===== src/rtl/dispense_pkg.sv =====
// rtl/dispense_pkg.sv - shared state enums, timeout width and coin-select constants for the dispense sequencer
//
// Contents:
//   state_t        sequencer states (IDLE, LOAD, TKT, TKT_WAIT, COIN, COIN_WAIT, DONE, FAULT)
//   ch_phase_t     handshake channel phases
//   TO_W           width of every handshake timeout counter (covers TIMEOUT up to 65535)
//   COIN_SEL_BIG / COIN_SEL_SMALL  values driven on coin_sel
//   sat_add16      saturating 16-bit add used by the lifetime totals
package dispense_pkg;

    typedef enum logic [2:0] {
        IDLE,
        LOAD,
        TKT,
        TKT_WAIT,
        COIN,
        COIN_WAIT,
        DONE,
        FAULT
    } state_t;

    // CH_ARM waits for an ack left high by the far end before a new req may rise.
    typedef enum logic [1:0] {
        CH_IDLE,
        CH_ARM,
        CH_REQ,
        CH_REL
    } ch_phase_t;

    localparam int TO_W = 16;

    localparam logic COIN_SEL_BIG   = 1'b1;
    localparam logic COIN_SEL_SMALL = 1'b0;

    function automatic logic [15:0] sat_add16(input logic [15:0] a, input logic [15:0] b);
        logic [16:0] sum;
        sum = {1'b0, a} + {1'b0, b};
        return sum[16] ? 16'hFFFF : sum[15:0];
    endfunction

endpackage


===== src/rtl/dispense_sequencer_if.sv =====
// rtl/dispense_sequencer_if.sv - sale-controller, printer and hopper signals of the dispense sequencer
//
// Signals:
//   start, ticketType[1:0], ticketCount[1:0], moneyReturn[7:0], clr   sale controller -> sequencer
//   tkt_req, tkt_type[1:0] / tkt_ack                                   sequencer <-> ticket printer
//   coin_req, coin_sel / coin_ack                                      sequencer <-> coin hopper
//   busy, done, fault, remain[7:0]                                     sequencer status
// Modports:
//   slave   the sequencer's view
//   master  the surrounding system's view (controller and drivers)
interface dispense_sequencer_if;

    logic       start;
    logic [1:0] ticketType;
    logic [1:0] ticketCount;
    logic [7:0] moneyReturn;
    logic       clr;

    logic       tkt_req;
    logic [1:0] tkt_type;
    logic       tkt_ack;

    logic       coin_req;
    logic       coin_sel;
    logic       coin_ack;

    logic       busy;
    logic       done;
    logic       fault;
    logic [7:0] remain;

    modport slave (
        input  start, ticketType, ticketCount, moneyReturn, clr, tkt_ack, coin_ack,
        output tkt_req, tkt_type, coin_req, coin_sel, busy, done, fault, remain
    );

    modport master (
        output start, ticketType, ticketCount, moneyReturn, clr, tkt_ack, coin_ack,
        input  tkt_req, tkt_type, coin_req, coin_sel, busy, done, fault, remain
    );

endinterface


===== src/rtl/hs_channel.sv =====
// rtl/hs_channel.sv - one 4-phase req/ack item transfer with a per-phase timeout
//
// Ports:
//   clk       in   system clock, rising edge
//   rst       in   asynchronous reset, active-low
//   go        in   1-cycle request to transfer one item (only honoured when idle)
//   ack       in   acknowledge from the far end
//   req       out  request to the far end
//   accepted  out  1-cycle pulse: ack sampled high, req dropped
//   released  out  1-cycle pulse: ack sampled low again, item complete
//   timeout   out  1-cycle pulse: a phase lasted TIMEOUT cycles; channel returns idle with req low
module hs_channel
    import dispense_pkg::*;
#(
    parameter int TIMEOUT = 255
) (
    input  logic clk,
    input  logic rst,
    input  logic go,
    input  logic ack,
    output logic req,
    output logic accepted,
    output logic released,
    output logic timeout
);

    localparam logic [TO_W-1:0] LIMIT = TO_W'(TIMEOUT - 1);

    ch_phase_t       phase;
    logic [TO_W-1:0] cnt;

    // cnt is reloaded on each phase entry; a phase that sees LIMIT without
    // progress has been waiting TIMEOUT cycles.
    always_ff @(posedge clk or negedge rst) begin
        if (!rst) begin
            phase    <= CH_IDLE;
            cnt      <= '0;
            req      <= 1'b0;
            accepted <= 1'b0;
            released <= 1'b0;
            timeout  <= 1'b0;
        end else begin
            accepted <= 1'b0;
            released <= 1'b0;
            timeout  <= 1'b0;
            case (phase)
                CH_IDLE: begin
                    if (go) begin
                        cnt <= '0;
                        if (ack) begin
                            phase <= CH_ARM;
                        end else begin
                            phase <= CH_REQ;
                            req   <= 1'b1;
                        end
                    end
                end
                CH_ARM: begin
                    if (!ack) begin
                        phase <= CH_REQ;
                        req   <= 1'b1;
                        cnt   <= '0;
                    end else if (cnt == LIMIT) begin
                        phase   <= CH_IDLE;
                        timeout <= 1'b1;
                    end else begin
                        cnt <= cnt + TO_W'(1);
                    end
                end
                CH_REQ: begin
                    if (ack) begin
                        phase    <= CH_REL;
                        req      <= 1'b0;
                        accepted <= 1'b1;
                        cnt      <= '0;
                    end else if (cnt == LIMIT) begin
                        phase   <= CH_IDLE;
                        req     <= 1'b0;
                        timeout <= 1'b1;
                    end else begin
                        cnt <= cnt + TO_W'(1);
                    end
                end
                CH_REL: begin
                    if (!ack) begin
                        phase    <= CH_IDLE;
                        released <= 1'b1;
                    end else if (cnt == LIMIT) begin
                        phase   <= CH_IDLE;
                        timeout <= 1'b1;
                    end else begin
                        cnt <= cnt + TO_W'(1);
                    end
                end
                default: begin
                    phase <= CH_IDLE;
                    req   <= 1'b0;
                end
            endcase
        end
    end

endmodule


===== src/rtl/dispense_sequencer.sv =====
// rtl/dispense_sequencer.sv - pays out tickets then greedy two-denomination change over req/ack handshakes
//
// Parameters:
//   COIN_BIG    value of the large coin (coin_sel=1), must exceed COIN_SMALL
//   COIN_SMALL  value of the small coin (coin_sel=0)
//   TIMEOUT     cycles allowed per handshake phase before FAULT (1..65535)
// Ports:
//   clk              in   system clock, rising edge
//   rst              in   asynchronous reset, active-low
//   bus              slave modport of dispense_sequencer_if (sale inputs, printer/hopper handshakes, status)
//   log_tickets[15]  out  saturating lifetime count of acked tickets   (only with DISPENSE_LOG_EN)
//   log_change[15]   out  saturating lifetime value of acked coins     (only with DISPENSE_LOG_EN)
// Build option:
//   DISPENSE_LOG_EN  adds the lifetime totals above; cleared only by rst
module dispense_sequencer
    import dispense_pkg::*;
#(
    parameter int COIN_BIG   = 5,
    parameter int COIN_SMALL = 1,
    parameter int TIMEOUT    = 255
) (
    input  logic                 clk,
    input  logic                 rst,
    dispense_sequencer_if.slave  bus
`ifdef DISPENSE_LOG_EN
    ,
    output logic [15:0]          log_tickets,
    output logic [15:0]          log_change
`endif
);

    localparam logic [7:0] BIG8   = 8'(COIN_BIG);
    localparam logic [7:0] SMALL8 = 8'(COIN_SMALL);

    state_t     state;
    logic [1:0] count;
    logic [7:0] remain_q;
    logic       issued;       // the current item's go has been handed to its channel
    logic [1:0] tkt_type_q;
    logic       coin_sel_q;
    logic       busy_q;
    logic       done_q;
    logic       fault_q;

    logic       tkt_go;
    logic       coin_go;
    logic [7:0] coin_value;

    logic       t_req, t_accepted, t_released, t_timeout;
    logic       c_req, c_accepted, c_released, c_timeout;

    assign tkt_go     = (state == TKT) && (count != 2'd0) && !issued;
    assign coin_go    = (state == COIN) && (remain_q != 8'd0) && (remain_q >= SMALL8) && !issued;
    assign coin_value = (coin_sel_q == COIN_SEL_BIG) ? BIG8 : SMALL8;

    hs_channel #(.TIMEOUT(TIMEOUT)) u_tkt_ch (
        .clk      (clk),
        .rst      (rst),
        .go       (tkt_go),
        .ack      (bus.tkt_ack),
        .req      (t_req),
        .accepted (t_accepted),
        .released (t_released),
        .timeout  (t_timeout)
    );

    hs_channel #(.TIMEOUT(TIMEOUT)) u_coin_ch (
        .clk      (clk),
        .rst      (rst),
        .go       (coin_go),
        .ack      (bus.coin_ack),
        .req      (c_req),
        .accepted (c_accepted),
        .released (c_released),
        .timeout  (c_timeout)
    );

    // Inputs are captured on the start edge so the controller may change
    // them afterwards; LOAD is the one-cycle settle before the ticket phase.
    always_ff @(posedge clk or negedge rst) begin
        if (!rst) begin
            state      <= IDLE;
            count      <= 2'd0;
            remain_q   <= 8'd0;
            issued     <= 1'b0;
            tkt_type_q <= 2'd0;
            coin_sel_q <= COIN_SEL_SMALL;
            busy_q     <= 1'b0;
            done_q     <= 1'b0;
            fault_q    <= 1'b0;
        end else begin
            done_q <= 1'b0;
            if (t_timeout || c_timeout) begin
                // remain is left as-is so the shortfall stays visible in FAULT
                state   <= FAULT;
                fault_q <= 1'b1;
                issued  <= 1'b0;
            end else begin
                case (state)
                    IDLE: begin
                        if (bus.start) begin
                            tkt_type_q <= bus.ticketType;
                            count      <= bus.ticketCount;
                            remain_q   <= bus.moneyReturn;
                            issued     <= 1'b0;
                            busy_q     <= 1'b1;
                            state      <= LOAD;
                        end
                    end
                    LOAD: begin
                        state <= TKT;
                    end
                    TKT: begin
                        if (t_accepted) begin
                            count <= count - 2'd1;
                            state <= TKT_WAIT;
                        end else if (count == 2'd0) begin
                            state <= COIN;
                        end else if (tkt_go) begin
                            issued <= 1'b1;
                        end
                    end
                    TKT_WAIT: begin
                        if (t_released) begin
                            issued <= 1'b0;
                            state  <= TKT;
                        end
                    end
                    COIN: begin
                        if (c_accepted) begin
                            // coin_sel was chosen against remain, so this cannot underflow
                            remain_q <= remain_q - coin_value;
                            state    <= COIN_WAIT;
                        end else if (remain_q == 8'd0) begin
                            done_q <= 1'b1;
                            state  <= DONE;
                        end else if (remain_q < SMALL8) begin
                            // change not payable with the smallest coin
                            fault_q <= 1'b1;
                            state   <= FAULT;
                        end else if (coin_go) begin
                            issued     <= 1'b1;
                            coin_sel_q <= (remain_q >= BIG8) ? COIN_SEL_BIG : COIN_SEL_SMALL;
                        end
                    end
                    COIN_WAIT: begin
                        if (c_released) begin
                            issued <= 1'b0;
                            state  <= COIN;
                        end
                    end
                    DONE: begin
                        busy_q <= 1'b0;
                        state  <= IDLE;
                    end
                    FAULT: begin
                        // clr has priority; a start seen here is simply dropped
                        if (bus.clr) begin
                            fault_q  <= 1'b0;
                            busy_q   <= 1'b0;
                            remain_q <= 8'd0;
                            count    <= 2'd0;
                            issued   <= 1'b0;
                            state    <= IDLE;
                        end
                    end
                    default: begin
                        busy_q <= 1'b0;
                        state  <= IDLE;
                    end
                endcase
            end
        end
    end

`ifdef DISPENSE_LOG_EN
    always_ff @(posedge clk or negedge rst) begin
        if (!rst) begin
            log_tickets <= 16'd0;
            log_change  <= 16'd0;
        end else begin
            if (t_accepted) begin
                log_tickets <= sat_add16(log_tickets, 16'd1);
            end
            if (c_accepted) begin
                log_change <= sat_add16(log_change, {8'd0, coin_value});
            end
        end
    end
`endif

    assign bus.tkt_req  = t_req;
    assign bus.tkt_type = tkt_type_q;
    assign bus.coin_req = c_req;
    assign bus.coin_sel = coin_sel_q;
    assign bus.busy     = busy_q;
    assign bus.done     = done_q;
    assign bus.fault    = fault_q;
    assign bus.remain   = remain_q;

endmodule


===== src/flat_wrapper.sv =====
// flat-port wrapper written by rule: the top's interface ports become plain ports
module dispense_sequencer_flat import dispense_pkg::*;
#(
    parameter int COIN_BIG   = 5,
    parameter int COIN_SMALL = 1,
    parameter int TIMEOUT    = 255
)
  (clk, rst, bus_start, bus_ticketType, bus_ticketCount, bus_moneyReturn, bus_clr, bus_tkt_ack, bus_coin_ack, bus_tkt_req, bus_tkt_type, bus_coin_req, bus_coin_sel, bus_busy, bus_done, bus_fault, bus_remain);
  dispense_sequencer_if bus_i ();
  input  logic clk;
  input  logic rst;
  input wire logic [$bits(bus_i.start)-1:0] bus_start;
  input wire logic [$bits(bus_i.ticketType)-1:0] bus_ticketType;
  input wire logic [$bits(bus_i.ticketCount)-1:0] bus_ticketCount;
  input wire logic [$bits(bus_i.moneyReturn)-1:0] bus_moneyReturn;
  input wire logic [$bits(bus_i.clr)-1:0] bus_clr;
  input wire logic [$bits(bus_i.tkt_ack)-1:0] bus_tkt_ack;
  input wire logic [$bits(bus_i.coin_ack)-1:0] bus_coin_ack;
  output wire logic [$bits(bus_i.tkt_req)-1:0] bus_tkt_req;
  output wire logic [$bits(bus_i.tkt_type)-1:0] bus_tkt_type;
  output wire logic [$bits(bus_i.coin_req)-1:0] bus_coin_req;
  output wire logic [$bits(bus_i.coin_sel)-1:0] bus_coin_sel;
  output wire logic [$bits(bus_i.busy)-1:0] bus_busy;
  output wire logic [$bits(bus_i.done)-1:0] bus_done;
  output wire logic [$bits(bus_i.fault)-1:0] bus_fault;
  output wire logic [$bits(bus_i.remain)-1:0] bus_remain;
  assign bus_i.start = bus_start;
  assign bus_i.ticketType = bus_ticketType;
  assign bus_i.ticketCount = bus_ticketCount;
  assign bus_i.moneyReturn = bus_moneyReturn;
  assign bus_i.clr = bus_clr;
  assign bus_i.tkt_ack = bus_tkt_ack;
  assign bus_i.coin_ack = bus_coin_ack;
  assign bus_tkt_req = bus_i.tkt_req;
  assign bus_tkt_type = bus_i.tkt_type;
  assign bus_coin_req = bus_i.coin_req;
  assign bus_coin_sel = bus_i.coin_sel;
  assign bus_busy = bus_i.busy;
  assign bus_done = bus_i.done;
  assign bus_fault = bus_i.fault;
  assign bus_remain = bus_i.remain;
  dispense_sequencer #(.COIN_BIG(COIN_BIG), .COIN_SMALL(COIN_SMALL), .TIMEOUT(TIMEOUT)) u_core (.clk(clk), .rst(rst), .bus(bus_i));
endmodule

===== config.mk =====
export PLATFORM = sky130hd
export DESIGN_NAME = dispense_sequencer_flat
export DESIGN_NICKNAME = d
export VERILOG_FILES = /design/src/rtl/dispense_pkg.sv /design/src/rtl/dispense_sequencer_if.sv /design/src/rtl/hs_channel.sv /design/src/rtl/dispense_sequencer.sv /design/src/flat_wrapper.sv
export SDC_FILE = /design/constraint.sdc
export NUM_CORES = 1
export LEC_CHECK = 0
export BUFFER_PORTS_ARGS = -buffer_cell sky130_fd_sc_hd__buf_2
export CAP_MARGIN = 20
export CORE_MARGIN = 4
export CORE_UTILIZATION = 45
export DETAILED_ROUTE_END_ITERATION = 8
export PLACE_DENSITY = 0.67
export SLEW_MARGIN = 40
export SYNTH_ARGS = -nofsm -noshare
export SYNTH_HDL_FRONTEND = slang
export SYNTH_SLANG_ARGS = --single-unit
export TNS_END_PERCENT = 1

===== constraint.sdc =====
create_clock -name clk -period 6.6 [get_ports clk]
set_input_delay 0.99 -clock clk [delete_from_list [all_inputs] [get_ports clk]]
set_output_delay 0.99 -clock clk [all_outputs]
set_load 0.02 [all_outputs]

==> flow_summary.json, run 1 <==
{
  "max_clock_freq_mhz": 370,
  "clk_path_buf_depth": 2,
  "worst_pin_slew_ps": 695,
  "crit_type": "flop to flop",
  "critPathMaxFanout": 15,
  "coreArea_um2": 8260,
  "worstPathArrival_ps": 2980,
  "hold_viol_final": 0,
  "rows": 33,
  "tns_ps": 0,
  "slew-limit-headroom_pct": 53.4,
  "synth_top_cell_by_area": "dfrtp_1",
  "fin_crit_sh_pct": 41.0,
  "synth-warning-count": 0,
  "cts.sinks": 64,
  "fin_total_pwr_mw": 1.77,
  "vias": 3348,
  "cts_tree": "done",
  "synthCells": 436,
  "first_pass_iters": 4,
  "maxCapViolCount": 0,
  "fin_crit_ps": 2710,
  "die_h_um": 100,
  "p_per_area_nw_per_um2": 412,
  "stdcell_count": 573,
  "n_fill_cell": 757,
  "num_io_pins": 34,
  "dieArea_um2": 10000,
  "syn_area_per_cell_um2": 8.78,
  "synth_seq_area_share_pct": 41.8,
  "clk_pin_slew_ps": 70,
  "drive_gt1_share_pct": 13.9,
  "clkLatencyLatePin_ps": 340,
  "p_leak_nw": 1.83,
  "synth.distinct_cells": 62,
  "nNetsFinal": 489,
  "cts.repair.resized": 0,
  "final_area_um2": 4290,
  "gr-total-overflow": 0,
  "worstPathRequired_ps": 6870,
  "avgViaCountPerCell": 5.84,
  "die_x_um": 100,
  "synthesis.nets": 462,
  "num_antenna_cells": 0,
  "syn_to_final_growth_pct": 12.0,
  "cts-root-buf": "clkbuf_8",
  "crit_path_end_kind": "flop",
  "grtUsageTotal_pct": 18.1,
  "synth-seq-cells": 64,
  "place.gp.congestion": 0.865,
  "grt_max_degree": 65,
  "dp_hpwl_mm": 5.97,
  "hold_ws_ps": 483,
  "layout_common_cells": "dfrtp_1, nor2_1, buf_2, o21ai_0, a21oi_1",
  "finalWorstSetupSlack_ps": 3890,
  "placed_cells": 557,
  "peakVddDrop_mv": 0.113,
  "antenna_left": 0,
  "final-setup-viol-count": 0,
  "synth_edf_count": 0,
  "cp-start-kind": "flop",
  "ys.flop_type": "dfrtp_1",
  "place_ws_ps": 3920,
  "grt_pass1_vias": 3240,
  "hold_buffers": 0,
  "skew_ps": 13.6,
  "cts_buffers": 9,
  "rsz0062_at_grt": "no",
  "antenna_found_initial": 0,
  "grt_pass1_wl_mm": 15.0,
  "start_util_pct": 46.3,
  "place_area_um2": 4060,
  "wirelength_mm": 8.47,
  "remaining_drc_errors": 0,
  "status": "finished clean",
  "postCtsSetupBuffers": 0,
  "netlist.area_leader.share_pct": 41.8,
  "io_buffers": 33,
  "routedWlPerCell_um": 14.8,
  "min_path_type": "flop to flop",
  "cts-htree-levels": 3,
  "async_reset_ff_share_pct": 100,
  "syn_area_um2": 3830,
  "slew_violations": 0,
  "fin_util_pct": 51.9,
  "drtIter0Drc": 215,
  "final_common_cell": "dfrtp_1",
  "synth_area_leaders": "dfrtp_1, nor2_1, o21ai_0"
}
[where the power goes]
part	switching, mW	internal (mW)
registers	0.149	0.493
logic	0.463	0.297
clock network	0.153	0.211
[state kept, by name, indices dropped and copies added (netlist names), 2 cells and up]
register                cells
u_core.bus.remain           8
u_core.u_tkt_ch.cnt        16
u_core.count                2
u_core.u_tkt_ch.phase       2
u_core.u_coin_ch.phase      2
u_core.state                3
u_core.u_coin_ch.cnt       16
u_core.bus.tkt_type         2
[critical path, cell delays in order, from the launching register on]
cell and delay (ps):
dfrtp_1 430, inv_1 100, ha_1 230, nor3b_1 520, a211oi_1 300, a21o_1 410, or4_1 550, nand2_1 100
[synthesized netlist by cell type (3+ instances only)]
cell type	instances
a21oi_1	29
nor3b_1	9
a211oi_1	5
and4_1	4
dfrtp_1	64
clkbuf_1	14
nand2_1	25
a22oi_1	5
o21a_1	3
buf_2	4
and2_1	9
o31ai_1	4
inv_1	18
o21ai_0	31
nor2b_1	7
o2111ai_1	4
xnor2_1	14
or3_1	9
or4_1	3
or2_2	3
nand2b_1	5
nand4_1	10
ha_1	8
nand3_1	18
nor3_1	20
nor4_1	5
nor2_1	51
and3_1	5
xor2_1	4
[logic make-up after synthesis]
logic type	Yosys count	synth area share, %
buf+inv	38	4.15
fa+ha+maj	9	2.88
mux	4	1.11
flops	64	41.8
simple gates	195	27.4
compound gates	108	18.5
xor+xnor	18	4.12
[worst paths after layout]
check,start,to,slack [ps],depth (start not counted)
setup reg to reg,u_core.bus.remain[0]$_DFFE_PN0P_,u_core.u_coin_ch.cnt[5]$_DFFE_PN0P_,3890,7
min in group asynchronous,rst,u_core.bus.remain[3]$_DFFE_PN0P_,710,2
setup / recovery,u_core.bus.remain[0]$_DFFE_PN0P_,u_core.u_coin_ch.cnt[5]$_DFFE_PN0P_,3890,7
hold / removal,u_core.bus.fault$_DFFE_PN0P_,u_core.bus.fault$_DFFE_PN0P_,480,2
max in group asynchronous,rst,u_core.u_tkt_ch.cnt[15]$_DFFE_PN0P_,5470,2
hold reg to reg,u_core.bus.fault$_DFFE_PN0P_,u_core.bus.fault$_DFFE_PN0P_,480,2
[area by class of cell]
cell class	count	area [um2]	area share (%)
Sequential cell	64	1600	37.4
Timing Repair Buffer	36	191	4.47
Clock inverter	6	83.8	1.96
Inverter	18	67.6	1.58
Tap cell	105	131	3.07
Multi-Input combinational cell	334	2080	48.6
Clock buffer	10	128	2.98
[metal layers]
metal	global-route usage (%)	vias up	routed length, um
li1	-	1644	-
met1	24.1	1621	3880
met2	29.3	67	4080
met3	2.71	16	336
met4	7.88	0	166
met5	0	-	0
Note: power is estimated with default switching activity, not from simulation.
==> inputs of run 2 (changes only) <==
- PLACE_DENSITY: 0.67 -> 0.69
- clock period: 6.6 -> 2.25 ns (I/O delays scaled with it)
==> run 2 against run 1 <==
Net effect: the run now ends with hold timing left; final cell count grew 3.5%; clock skew shrank 2.5 ps; via count increased by 4.4%; first-iteration DRC count fell by 6.0%; sequential power grew to 2.8 times the previous value; power grew to 3.0 times the previous value; fmax grew 24%; routed wire length rose by 4.8%; register-to-register slack got worse by 3800 ps; critical path type unchanged.
==> flow_summary.json, run 2 (synthesis gave the netlist of run 1 again) <==
{
  "start_util_pct": 46.3,
  "grtUsageTotal_pct": 18.9,
  "final-setup-viol-count": 0,
  "worst_pin_slew_ps": 614,
  "grt_max_degree": 65,
  "skew_ps": 11.1,
  "critPathMaxFanout": 9,
  "clk_path_buf_depth": 2,
  "final_common_cell": "dfrtp_1",
  "num_io_pins": 34,
  "grt_pass1_vias": 3384,
  "hold_ws_ps": -13.8,
  "fin_total_pwr_mw": 5.31,
  "worstPathRequired_ps": 2510,
  "cp-start-kind": "flop",
  "avgViaCountPerCell": 5.90,
  "place.gp.congestion": 0.929,
  "min_path_type": "input pin to async pin",
  "fin_crit_ps": 2180,
  "worstPathArrival_ps": 2440,
  "p_per_area_nw_per_um2": 1200,
  "rsz0062_at_grt": "no",
  "cts.sinks": 64,
  "cts_tree": "done",
  "max_clock_freq_mhz": 459,
  "coreArea_um2": 8260,
  "num_antenna_cells": 0,
  "antenna_found_initial": 0,
  "clk_pin_slew_ps": 70,
  "crit_path_end_kind": "flop",
  "antenna_left": 0,
  "p_leak_nw": 1.91,
  "vias": 3496,
  "cts-root-buf": "clkbuf_8",
  "routedWlPerCell_um": 15.0,
  "hold_buffers": 0,
  "remaining_drc_errors": 0,
  "placed_cells": 574,
  "violations": "hold timing",
  "dieArea_um2": 10000,
  "rows": 33,
  "io_buffers": 33,
  "status": "finished with violations",
  "grt_pass1_wl_mm": 15.5,
  "syn_to_final_growth_pct": 15.8,
  "first_pass_iters": 5,
  "cts_buffers": 9,
  "layout_common_cells": "dfrtp_1, nor2_1, buf_2, o21ai_0, a21oi_1",
  "crit_type": "flop to flop",
  "slew_violations": 0,
  "cts-htree-levels": 3,
  "nNetsFinal": 509,
  "maxCapViolCount": 0,
  "ff2ff_setup_slack_ps": 70,
  "peakVddDrop_mv": 0.323,
  "fin_crit_sh_pct": 96.9,
  "fin_util_pct": 53.7,
  "gr-total-overflow": 0,
  "drtIter0Drc": 202,
  "wirelength_mm": 8.88,
  "dp_hpwl_mm": 6.17,
  "slew-limit-headroom_pct": 58.8,
  "clkLatencyLatePin_ps": 350,
  "die_h_um": 100,
  "hold_viol_final": 10,
  "die_x_um": 100,
  "stdcell_count": 593,
  "drive_gt1_share_pct": 18.4
}
run 2: cell count changes in the layout (fill, tap and decap cells not counted), sizes merged:
| cell | delta |
|---|---|
| buf | +20 |
| bufinv | -2 |
| clkinv | -1 |
| clkinvlp | +2 |
| inv | +1 |
run 2: final timing paths:
path,from,end,cells past startpoint
worst max-delay path,u_core.bus.remain[1]$_DFFE_PN0P_,u_core.u_coin_ch.cnt[12]$_DFFE_PN0P_,7
worst min-delay path,rst,u_core.bus.remain[4]$_DFFE_PN0P_,2
worst max register to register,u_core.bus.remain[1]$_DFFE_PN0P_,u_core.u_coin_ch.cnt[12]$_DFFE_PN0P_,7
worst min register to register,u_core.bus.fault$_DFFE_PN0P_,u_core.bus.fault$_DFFE_PN0P_,2
max in group asynchronous,rst,u_core.u_coin_ch.cnt[15]$_DFFE_PN0P_,2
min in group clk,bus_ticketType[0],u_core.bus.tkt_type[0]$_DFFE_PN0P_,2
run 2: per-layer routing:
layer  track usage (%)  part of all wire (%)  vias to the layer above
li1                  -                     -                     1690
met1              24.8                    46                     1697
met2              30.4                    47                       97
met3              3.68                   5.3                       12
met4              8.19                   1.6                        0
met5                 0                     0                        -
run 2: critical path, stage by stage (launching register included):
cell       delay (ps)
dfrtp_1           370
inv_1             110
ha_4              190
nor3b_2           190
a2111oi_4         450
nor2_4            120
or4_1             510
a21oi_1           170
run 2: timing repair:
item                       in CTS  in global routing
buffers inserted                0                  3
resized for setup               0                  5
setup endpoints to repair       0                  9
run 2: area by class of cell:
| cell class | instances | area, um2 |
|---|---|---|
| timing repair buffer | 56 | 350 |
| sequential | 64 | 1600 |
| tap | 105 | 131 |
| clock inverter | 6 | 42.5 |
| multi-input combinational | 334 | 2100 |
| inverter | 18 | 67.6 |
| fill | 772 | 3830 |
| clock buffer | 10 | 138 |
run 2: power by group:
part           switching [mW]  total (mW)  internal, mW  leakage [nW]
logic                    1.52        2.59          1.07         0.999
clock network           0.472       0.903         0.431        0.0887
registers               0.367        1.82          1.45         0.827
total                    2.36        5.31          2.95          1.91
run 2: through the flow:
step	TNS, ps	worst slack [ps]	cell area [um2]
3_5_place_dp	0	52.5	4200
6_report	0	70.3	4430
4_1_cts	0	37.0	4380
3_3_place_gp	0	160	4200
2_1_floorplan	-63.9	-34.9	3830
5_1_grt	0	0.401	4430
